--- src/rtl/traffic_timer_pkg.sv ---
// Shared encodings for the traffic light controllers and their timer.
package traffic_timer_pkg;

  typedef enum logic [1:0] {
    RED    = 2'd0,
    GREEN  = 2'd1,
    YELLOW = 2'd2
  } light_e;

  typedef enum logic [1:0] {
    PH_RUN   = 2'd0,
    PH_SHORT = 2'd1,
    PH_LONG  = 2'd2
  } phase_e;

  // Prescaler width, kept at least one bit so PRESCALE=1 still elaborates.
  function automatic int prescale_w(input int p);
    return (p > 1) ? $clog2(p) : 1;
  endfunction

endpackage

--- src/rtl/traffic_timer_tick_gen.sv ---
// tick_gen: divides clk down to one tick every PRESCALE cycles.
// A clear restarts the division so the first tick after a timer restart
// lands a full PRESCALE cycles later.
module tick_gen
  import traffic_timer_pkg::*;
#(
  parameter int PRESCALE = 50
) (
  input  logic clk,
  input  logic rst_n,
  input  logic clear,
  output logic tick
);

  localparam int             PW   = prescale_w(PRESCALE);
  localparam logic [PW-1:0]  LAST = PW'(PRESCALE - 1);

  logic [PW-1:0] pre;

  // Free-running modulo-PRESCALE counter, zeroed by clear.
  always_ff @(posedge clk or negedge rst_n) begin
    if (!rst_n) begin
      pre <= '0;
    end else if (clear || (pre == LAST)) begin
      pre <= '0;
    end else begin
      pre <= pre + PW'(1);
    end
  end

  assign tick = (pre == LAST);

endmodule

--- src/rtl/traffic_timer.sv ---
// traffic_timer: elapsed-tick counter with short/long timeout phases for
// the highway/farmway light controllers.
// Optional macro TIMER_PRESCALE_EN: divide clk by PRESCALE to form ticks.
//
// State    | meaning
// PH_RUN   | fewer than SHORT_CNT ticks since restart
// PH_SHORT | at least SHORT_CNT, fewer than LONG_CNT ticks
// PH_LONG  | at least LONG_CNT ticks; count saturated
module traffic_timer
  import traffic_timer_pkg::*;
#(
  parameter int CNT_W     = 8,
  parameter int SHORT_CNT = 3,
  parameter int LONG_CNT  = 15,
  parameter int PRESCALE  = 50
) (
  input  logic             clk,
  input  logic             rst_n,
  input  logic             timer_hw_reset,
  input  logic             timer_fw_reset,
  output logic             short_timeout,
  output logic             long_timeout,
  output logic [CNT_W-1:0] count
);

  if (!((SHORT_CNT > 0) && (SHORT_CNT < LONG_CNT) &&
        (longint'(LONG_CNT) < (longint'(1) << CNT_W)) && (PRESCALE > 0)))
  begin : g_param_check
    $error("traffic_timer: illegal SHORT_CNT/LONG_CNT/CNT_W/PRESCALE");
  end

  localparam logic [CNT_W-1:0] SHORT_V = CNT_W'(SHORT_CNT);
  localparam logic [CNT_W-1:0] LONG_V  = CNT_W'(LONG_CNT);

  logic             req;
  logic             tick;
  phase_e           phase;
  phase_e           phase_next;
  logic [CNT_W-1:0] count_next;

  assign req = timer_hw_reset | timer_fw_reset;

`ifdef TIMER_PRESCALE_EN
  tick_gen #(
    .PRESCALE (PRESCALE)
  ) u_tick_gen (
    .clk   (clk),
    .rst_n (rst_n),
    .clear (req),
    .tick  (tick)
  );
`else
  assign tick = 1'b1;
`endif

  // Count and phase registers.
  always_ff @(posedge clk or negedge rst_n) begin
    if (!rst_n) begin
      count <= '0;
      phase <= PH_RUN;
    end else begin
      count <= count_next;
      phase <= phase_next;
    end
  end

  // Restart beats increment; phase advances on the edge the count hits a threshold.
  always_comb begin
    count_next = count;
    phase_next = phase;
    if (req) begin
      count_next = '0;
      phase_next = PH_RUN;
    end else if (tick) begin
      if (count != LONG_V) begin
        count_next = count + CNT_W'(1);
      end
      case (phase)
        PH_RUN:   if (count_next == SHORT_V) phase_next = PH_SHORT;
        PH_SHORT: if (count_next == LONG_V)  phase_next = PH_LONG;
        default:  ;
      endcase
    end
  end

  assign short_timeout = (phase != PH_RUN);
  assign long_timeout  = (phase == PH_LONG);

endmodule

--- config.mk ---
export PLATFORM = sky130hd
export DESIGN_NAME = traffic_timer
export DESIGN_NICKNAME = d
export VERILOG_FILES = /design/src/rtl/traffic_timer_pkg.sv /design/src/rtl/traffic_timer_tick_gen.sv /design/src/rtl/traffic_timer.sv
export SDC_FILE = /design/constraint.sdc
export NUM_CORES = 1
export LEC_CHECK = 0
export ABC_CLOCK_PERIOD_IN_PS = 4300
export CAP_MARGIN = 5
export CORE_ASPECT_RATIO = 0.7
export CORE_UTILIZATION = 25
export DETAILED_ROUTE_END_ITERATION = 7
export GPL_ROUTABILITY_DRIVEN = 0
export GPL_TIMING_DRIVEN = 1
export PLACE_DENSITY = 0.54
export SYNTH_ARGS = -nofsm -noshare
export SYNTH_HDL_FRONTEND = slang
export SYNTH_SLANG_ARGS = --single-unit
--- constraint.sdc ---
create_clock -name clk -period 4.3 [get_ports clk]
set_clock_uncertainty 0.05 [all_clocks]
set_input_delay 1.075 -clock clk [delete_from_list [all_inputs] [get_ports clk]]
set_output_delay 1.075 -clock clk [all_outputs]
set_load 0.005 [all_outputs]
# Yosys cells after proc, flatten, opt, wreduce, memory -nomap -nowiden
# Cells that the tools add are included.
[classes]
n_addsub = 1
n_eq_ne = 7
muxes = 7
bitwise_logic = 1
reduce_logical = 4
[ops]
columns = ["cell", "count"]
rows = [
  ["two-way mux 8 bit", 3],
  ["adder 8 x 1 -> 8 bit, second input constant", 1],
  ["equality test 8 x 2 -> 1 bit, second input constant", 1],
  ["equality test 8 x 4 -> 1 bit, second input constant", 1],
  ["inequality test 8 x 4 -> 1 bit, second input constant", 1],
  ["two-way mux 2 bit", 3],
  ["inequality test 3 bit, second input constant", 2],
  ["case mux 2 bit (2 select lines)", 1],
  ["AND reduction 3 bit", 1],
  ["nonzero test 3 bit", 1],
  ["equality test 2 x 1 -> 1 bit, second input constant", 1],
  ["equality test 2 bit, second input constant", 1],
  ["zero test 2 bit", 1],
  ["nonzero test 2 bit", 1],
  ["bitwise OR 1 bit", 1],
]
[word_totals]
register_bits = 10
inputBits = 4
out_inout_bits = 10
word_cells = 22

# Logic depth before layout (Yosys ltp)
[depth]
word_depth = 7
ltp_mapped = 6
mapped_depth_nobuf = 6

# Worst setup path before layout
# Ideal clock, no wire load.
[synth_timing]
kind = "in2reg"
start = "input port timer_fw_reset"
end = "register phase[0]"
setup_ns = 0.104
t_arrival_ns = 1.836
required_ns = 4.146
path_slack_ns = 2.311
stages = 3
path_buffers = 1
path_cell_list = "or2_2 > buf_1 > o41ai_2"
[synth_via]
elab_chain_cells = 3
word_cells_on_any_way = 6
cone_classes = "eq/ne: 2; mux: 1; bitwise: 1; reduce/logical: 2"
[synth_rtl]
columns = ["item", "line_no", "source"]
rows = [
  ["from (decl)", "traffic_timer.sv:20", "input logic timer_fw_reset,"],
  ["bitwise OR 1 bit (*)", "traffic_timer.sv:41", "assign req = timer_hw_reset | timer_fw_reset;"],
  ["inequality test 3 bit (no source line) / nonzero test 3 bit (equally long branches)", "-", ""],
  ["AND reduction 3 bit (no source line)", "-", ""],
  ["to (signal assigned)", "traffic_timer.sv:63", "phase <= phase_next;"],
  ["to (decl)", "traffic_timer.sv:37", "phase_e phase;"],
]
# Every way passes the cells marked *; elsewhere a longest branch is shown, timed or not.
# A chain may end at the register's enable or synchronous reset.

# Final worst setup path
[layout_timing]
start = "register phase[0]"
end = "output port short_timeout"
[layout_via]
elab_chain_cells = 1
[layout_rtl]
columns = ["item", "line_no", "source"]
rows = [
  ["nonzero test 2 bit", "traffic_timer.sv:86", "assign short_timeout = (phase != PH_RUN);"],
  ["to (decl)", "traffic_timer.sv:21", "output logic short_timeout,"],
]
# No other way between the ends.

==> flow_summary_export.csv <==
group,metric,value,unit
worst_setup_path,crit_family,"buffers and inverters",
clock_network,clk_path_buf_depth,2,
synthesis,yosysWarningCount,0,
synthesis,ys_top_cells_by_area,"dfrtp_1, nor2_1, nand2_1",
power,ir_worst_vdd,0.125,mV
synthesis,avgSynthCellArea,9.22,sq um
clock_network,ctsHtreeMaxLevel,1,
worst_setup_path,endpoint_kind,"output port",
layout,final_cell_mix,"clkdlybuf4s50_1, nor2_1, dfrtp_1",
floorplan,die_area,2790,sq um
sta,setup_viol,0,
synthesis,synth-seq-area-share,38.8,%
synthesis,syn_inst,70,
global_routing,grtUsageTotal,11.8,%
sta,fmax,399,MHz
route,drt_iter0_markers,53,
place,dpl_cell_area,796,sq um
route,vias_per_cell,4.83,
sta,tightestPinTransition,498,ps
floorplan,core,2290,sq um
floorplan,initial_core_util,28.1,%
floorplan,rows,14,
synthesis,synth_cell_types,32,
synthesis,syn-num-nets,75,
sta,post-route-period-util,58.3,%
worst_setup_path,criticalPathCategory,"flip-flop to output port",
route,postRouteAntennaNets,0,
worst_setup_path,critPathMaxStageDelay,450,ps
worst_setup_path,timing.reg2reg.worst_path_depth,6,
synthesis,synth_area,646,sq um
sta,period_needed,2510,ps
floorplan,fp.dieW,62.7,microns
layout,fin_util,36.5,%
synthesis,synthArstFlopShare,100,%
layout,drive_gt1_share,15.7,%
sta,hold_viol_final,0,
layout,final_common_cell,"clkdlybuf4s50_1",
clock_network,clk_pin_slew,40,ps
worst_setup_path,crit_path_top_delay_cell,"clkdlybuf4s50_1",
worst_setup_path,cp_max_fo,4,
synthesis,synth_top_area_share,38.8,%
global_routing,grt_start_max_net_pins,11,
synthesis,synth-edff-count,0,
sta,fin_tns_setup,0,ps
clock_network,hold_buffers,0,
place,dpl.cell_count,112,
power,power_leakage,0.330,nW
synthesis,yosysTopAreaCell,"dfrtp_1",
clock_network,post_cts_buffers,0,
global_routing,grt_pass1_wl,2400,microns
floorplan,io-pin-count,14,
layout,antenna-diode-count,0,
worst_setup_path,path_buf_inv,1,
route,dr.pass1.iters,4,
route,drc,0,
clock_network,cts_tree,"built",
worst_setup_path,crit_cells,2,
clock_network,clk_latency,230,ps
hold_path,hold_depth,2,
power,power_density,250,nW/um^2
clock_network,post_cts_resized,0,
worst_setup_path,worstPathArrival,1380,ps
run,max-cap-violations,0,
route,wirelength,1430,microns
clock_network,cts.sinks,10,
global_routing,grt_overflow_total,0,
layout,layout.nets,90,
floorplan,die_h,44.5,microns
worst_setup_path,crit_chain,"or2_2 > clkdlybuf4s50_1",
place,io_buffer_count,13,
global_routing,antenna_found_initial,0,
layout,layout.cells.non_filler,115,
place,dp_hpwl,1060,microns
sta,max_slew_margin,66.7,%
layout,stdcell_area,837,sq um
global_routing,grt_pass1_vias,499,
synthesis,synthFlopType,"dfrtp_1",
worst_setup_path,critPathRequiredTime,3170,ps
sta,drv_slew,0,
synthesis,ys_seq_elements,10,
layout,num-fill-cells,247,
sta,rsz0062_at_grt,"no",
outcome,outcome,"finished, final reports clean",
route,vias,556,
clock_network,root_buffer,"clkbuf_8",
route,avgRoutedWirePerCell,12.4,microns
worst_setup_path,startpoint_type,"flip-flop",
clock_network,numCtsBuffers,3,
layout,syn2layout_area_growth,29.7,%
hold_path,hold_class,"flip-flop to flip-flop",
[cell usage after synthesis (2+ instances only)]
master	count
o21ai_0	2
nor2_1	10
a31oi_1	3
nand2_1	7
nor3_1	3
or2_2	3
o21ai_2	2
a21oi_1	3
xnor2_1	3
dfrtp_1	10
xor2_1	2
inv_1	2
[power breakdown]
group	leakage [nW]	switching (mW)	total (mW)	internal, mW
registers	0.138	0.00210	0.0978	0.0957
clock network	0.0216	0.0342	0.0954	0.0611
logic	0.170	0.00812	0.0165	0.00841
[cell families (layout without fill, tap and decap cells)]
group / Yosys count / in the layout / share of synthesized area [%]
adders and majority gates: 1 / 1 / 1.94
AOI/OAI and AO/OA: 14 / 14 / 16.5
buffers and inverters: 5 / 18 / 4.26
xor gates and xnor gates: 5 / 5 / 6.78
DFF: 10 / 10 / 38.8
and+or+nand+nor: 33 / 33 / 28.5
muxes: 2 / 2 / 3.29
[sequential cells by signal, summed over array words and instances (netlist names)]
signal and flops:
count 8, phase 2
[final timing paths]
| kind | startpoint | endpoint | slack (ps) |
|---|---|---|---|
| setup / recovery | phase[0] | short_timeout | 1790 |
| hold / removal | phase[1] | phase[1] | 510 |
| setup reg to reg | count[0] | phase[0] | 2340 |
| hold reg to reg | phase[1] | phase[1] | 510 |
| max in group asynchronous | rst_n | count[4] | 2730 |
| min in group asynchronous | rst_n | count[5] | 1130 |
[worst register-to-register path: cells and delay by family (launching register included)]
| kind | cells | cell delay [ps] |
|---|---|---|
| AND/OR/NAND/NOR | 3 | 470 |
| flip-flops | 1 | 460 |
| AO/OA/AOI/OAI | 2 | 530 |
| adder cells (fa/ha/maj) | 1 | 330 |
[metrics by stage]
| step | hold slack (ps) | power (mW) | worst slack, ps |
|---|---|---|---|
| after detailed placement | 504 | 0.116 | 1920 |
| after global routing | 537 | 0.221 | 1760 |
| after CTS | 510 | 0.215 | 1780 |
| final | 509 | 0.210 | 1790 |
| after floorplan | 460 | 0.107 | 2310 |
| after global placement | 504 | 0.116 | 1960 |
[layout make-up]
cell class	instances	area, sq um	share of cell area (%)
flip-flops and latches	10	250	29.9
clock buffers	3	41.3	4.93
well taps	32	40.0	4.78
inverters	2	7.51	0.897
repair buffers	13	130	15.5
multi-input cells	55	368	43.9
[metal layers]
metal | GRT usage [%] | share of wire [%] | vias to the layer above
met5 | 0 | 0 | -
met4 | 4.19 | 0 | 0
met3 | 5.67 | 5.7 | 0
met2 | 16.1 | 38 | 12
met1 | 16.1 | 56 | 263
li1 | - | - | 281
Power figures use the tool's default switching activity.
==> edit 1 (same settings) <==
Set the parameter `LONG_CNT` to 11 (it was 15).
--- a/src/rtl/traffic_timer.sv
+++ b/src/rtl/traffic_timer.sv
@@ -13,3 +13,3 @@
   parameter int SHORT_CNT = 3,
-  parameter int LONG_CNT  = 15,
+  parameter int LONG_CNT  = 11,
   parameter int PRESCALE  = 50
Function: no difference found for any inputs over 10 cycles, from zero or initial values and one cycle with rst_n low; that may be too few to reach the edited logic, so the function may still have changed.
==> edit 1 against the original RTL <==
- area after synthesis decreased by 8.7%
- synthesized cell count fell by 11%
- first-iteration DRC count is 85% lower
- sequential cell count unchanged
- setup slack lost 34 ps
- highest routed layer is now met4
- core utilization shrank 1.5 points
- wire length down 8.3%
- total power fell by 14%
- design area shrank 8.5%
==> edit 1: results (changes against the original RTL) <==
| Metric | Value |
|---|---|
| Postcts setup bufs | 0 (unchanged) |
| Worst skew pair latency | 260 ps (+30 ps) |
| Status | complete, no violations |
| Sw Share | 23.4% (+2.2 points) |
| Met2 routed WL | 499 um (-8.3%) |
| Crit path to | short_timeout |
| IO Port Bufs | 13 (unchanged) |
| Comb power frac | 10.2% (+2.3 points) |
| CTS Buf Count | 3 (unchanged) |
| Synth top area cells | dfrtp_1, nor2_1, xnor2_1 |
| Initial antenna violation count | 0 (unchanged) |
| Largest regs | count x8, phase x2 |
| Largest net degree at the start of global routing | 11 (unchanged) |
| Worst Setup SP | phase[0] |
| Clock group power | 63.2 uW (-34%) |
| Root Driver | clkbuf_4 |
| Number of diodes | 0 (unchanged) |
| First DRT Iteration DRCs | 8 (-85%) |
| FF-to-FF setup slack | 2140 ps (-200 ps) |
| Post-Synth Adder-Cell Area | 2.12% (+0.19 points) |
| Post-Synth XOR/XNOR Area | 11.9% (+5.1 points) |
| Dpl ws | 2040 ps (+113 ps) |
| Yosys warnings | 0 (unchanged) |
| Hold depth | 2 (unchanged) |
| Via density | 4.44 (-8.2%) |
| Fin nets | 82 (-8.9%) |
| Tightest Pin Transition | 488 ps (-9.58 ps) |
| Fmax | 393 MHz (-1.3%) |
| Met3 Use GR | 6.17% (+0.50 points) |
| Post-DP HPWL | 994 um (-6.7%) |
| Syn_nets | 67 (-11%) |
| Ys async rst share | 100% (unchanged) |
| Max incr delay on CP | 460 ps |
| Seq/Total Area, Yosys | 42.5% (+3.7 points) |
| Worst EP arrival | 1420 ps (+40 ps) |
| Reg clk slew, reported paths | 60 ps (+20 ps) |
| R2R Path Start | count[0] |
| Post-synth cell types | 22 (-31%) |
| Crit Path Max Fanout | 4 (unchanged) |
| Layout cells sized above 1 | 9.33% (-6.3 points) |
| Static leakage | 0.325 nW (-1.5%) |
| Post-synthesis compound-gate area fraction | 7.64% (-8.8 points) |
| DR top layer | met4 |
| Met1 usage | 19.0% (+2.9 points) |
| Met3 WL | 97 um (+20%) |
| Met1 wire length | 703 um (-13%) |
| GRT Overall Usage | 12.7% (+0.88 points) |
| Commonest cells post-synth | dfrtp_1, nor2_1, nand2_1 |
| GR Util met2 | 15.3% (-0.75 points) |
| H-tree levels | 1 (unchanged) |
| Multiplexer share of the synthesized area | 5.10% (+1.8 points) |
| First-pass GRT wire length | 2.23 mm (-7.2%) |
| Clock share of power | 35.2% (-10 points) |
| WL final | 1.31 mm (-8.3%) |
| Depth of the worst register-to-register path | 6 (unchanged) |
| Post-DP Area | 743 sq um (-6.6%) |
| Vias in the first global route | 458 (-8.2%) |
| Worst reg2reg endpoint | phase[0] |
| Worst min path class | reg2reg |
| VDD IR max | 144 uV (+15%) |
edit 1: changes by cell type after synthesis, sizes merged, moves of 2 or more:
| cell | delta |
|---|---|
| nand2 | -2 |
| a21oi | -3 |
| o21ai | -3 |
| and3 | +3 |
| mux2i | +2 |
| nand3 | +2 |
| xor2 | +2 |
edit 1: through the flow:
| step | util (%) | std cells |
|---|---|---|
| finish | 35.0 | 107 |
| global route | 35.0 | 107 |
| CTS | 35.0 | 107 |
| detailed placement | 33.9 | 104 |
| global placement | 33.9 | 104 |
| floorplan | - | 62 |
edit 1: worst min path at each step:
stage	slack [ps]	start	end
finish	490	phase[1]	phase[1]
global route	530	phase[1]	phase[1]
global placement	460	phase[1]	phase[1]
CTS	490	phase[1]	phase[1]
floorplan	430	phase[1]	phase[1]
detailed placement	470	phase[1]	phase[1]
edit 1: cell type report:
class | count | area, sq um
clock buffer | 3 | 22.5
fill | 231 | 1420
inverter | 1 | 3.75
multi-input combinational | 48 | 319
sequential | 10 | 250
tap | 32 | 40.0
timing repair buffer | 13 | 130
==> edit 2 (config.mk and constraints unchanged) <==
Without the edit above. Make the reset (`rst_n`) synchronous in one clocked block.
--- a/src/rtl/traffic_timer.sv
+++ b/src/rtl/traffic_timer.sv
@@ -56,3 +56,3 @@
   // Count and phase registers.
-  always_ff @(posedge clk or negedge rst_n) begin
+  always_ff @(posedge clk) begin
     if (!rst_n) begin
Check against the original RTL: differs if rst_n is asserted again (counterexample within 4 cycles, from zero or initial values and one cycle with rst_n low); with rst_n held inactive, the same outputs for 10 cycles.
==> edit 2 against the original RTL <==
- register-to-register slack gained 30 ps
- highest routed layer is now met4
- clock power shrank 8.3%
- total power shrank 9.2%
- critical path depth shrank 1
- synthesized cell count shrank 2.9%
- sequential cell count is the same
- cell count is the same
- non-clock buffer count is the same
- design area shrank 9.4%
- setup slack lost 26 ps
- sequential power shrank 3.6%
- wire length shrank 15%
- area after synthesis shrank 12%
- largest cell class unchanged
==> edit 2: results (changes against the original RTL) <==
| Metric | Value |
|---|---|
| Status | complete, no violations |
| WL final | 1.22 mm (-15%) |
| Crit Path Max Fanout | 12 (+8) |
| Hold path startpoint | phase[1] |
| Tightest Pin Transition | 414 ps (-84.1 ps) |
| First-pass GRT wire length | 2.03 mm (-16%) |
| Worst skew pair latency | 270 ps (+40 ps) |
| Dpl ws | 2080 ps (+157 ps) |
| Root Driver | clkbuf_4 |
| Static leakage | 0.275 nW (-16%) |
| Max incr delay on CP | 580 ps (+130 ps) |
| FF-to-FF setup slack | 2370 ps (+30 ps) |
| GRT Overall Usage | 11.4% (-0.43 points) |
| Post-synth cell types | 30 (-6.3%) |
| Synth top area cells | dfxtp_1, nor2_1, nand3_2 |
| Largest net degree at the start of global routing | 13 (+2) |
| First DRT Iteration DRCs | 14 (-74%) |
| Post-DP HPWL | 905 um (-15%) |
| R2R Path Start | count[0] |
| Seq/Total Area, Yosys | 35.2% (-3.5 points) |
| Ys async rst share | 0% (-100 points) |
| Vias in the first global route | 453 (-9.2%) |
| Primary FF master, synth | dfxtp_1 |
| Fillers | 233 (-5.7%) |
| Syn avg cell area | 8.35 sq um (-9.4%) |
| Placed insts | 111 (-0.89%) |
| Syn_nets | 73 (-2.7%) |
| Vias | 509 (-8.5%) |
| Layout cells sized above 1 | 14.5% (-1.2 points) |
| Worst hold endpoint | phase[1] |
-- edit 2: how the worst max path moves through the flow --
stage,from,endpoint,slack (ps)
after detailed placement,count[3],count[3],2080
after floorplan,phase[0],short_timeout,2580
final,count[3],count[3],1770
after global routing,count[3],count[3],1730
after CTS,count[3],count[3],1770
after global placement,count[3],count[3],2100
-- edit 2: logic make-up after synthesis --
kind of cell	count (synthesis)	synth area share, %
XOR/XNOR	4	6.17
multiplexers	3	5.51
adder cells (fa/ha/maj)	1	2.20
flip-flops	10	35.2
AND/OR/NAND/NOR	37	37.2
AO/OA/AOI/OAI	10	10.1
buffers and inverters	3	3.52
-- edit 2: final cells by class --
class                   count  area share (%)
inverters                   1           0.495
clock buffers               4            4.79
well taps                  32            5.28
flip-flops and latches     10            26.4
repair buffers             13            17.2
multi-input cells          55            45.9
-- edit 2: per-stage QoR --
stage | hold slack, ps | instance area, sq um
after floorplan | 423 | 568
after global placement | 454 | 722
after detailed placement | 457 | 722
after CTS | 468 | 758
after global routing | 526 | 758
final | 463 | 758
-- edit 2: report_power, final --
group	leakage, nW	internal (mW)	switching [mW]
clock	0.0210	0.0515	0.0360
sequential	0.0807	0.0931	0.00111
combinational	0.174	0.00537	0.00329
-- edit 2: layer usage --
layer	GRT usage, %	vias up	part of all wire, %
met2	15.0	15	38
met1	15.8	222	55
met3	4.67	4	4.8
li1	-	268	-
met4	5.71	0	2.0
met5	0	-	0
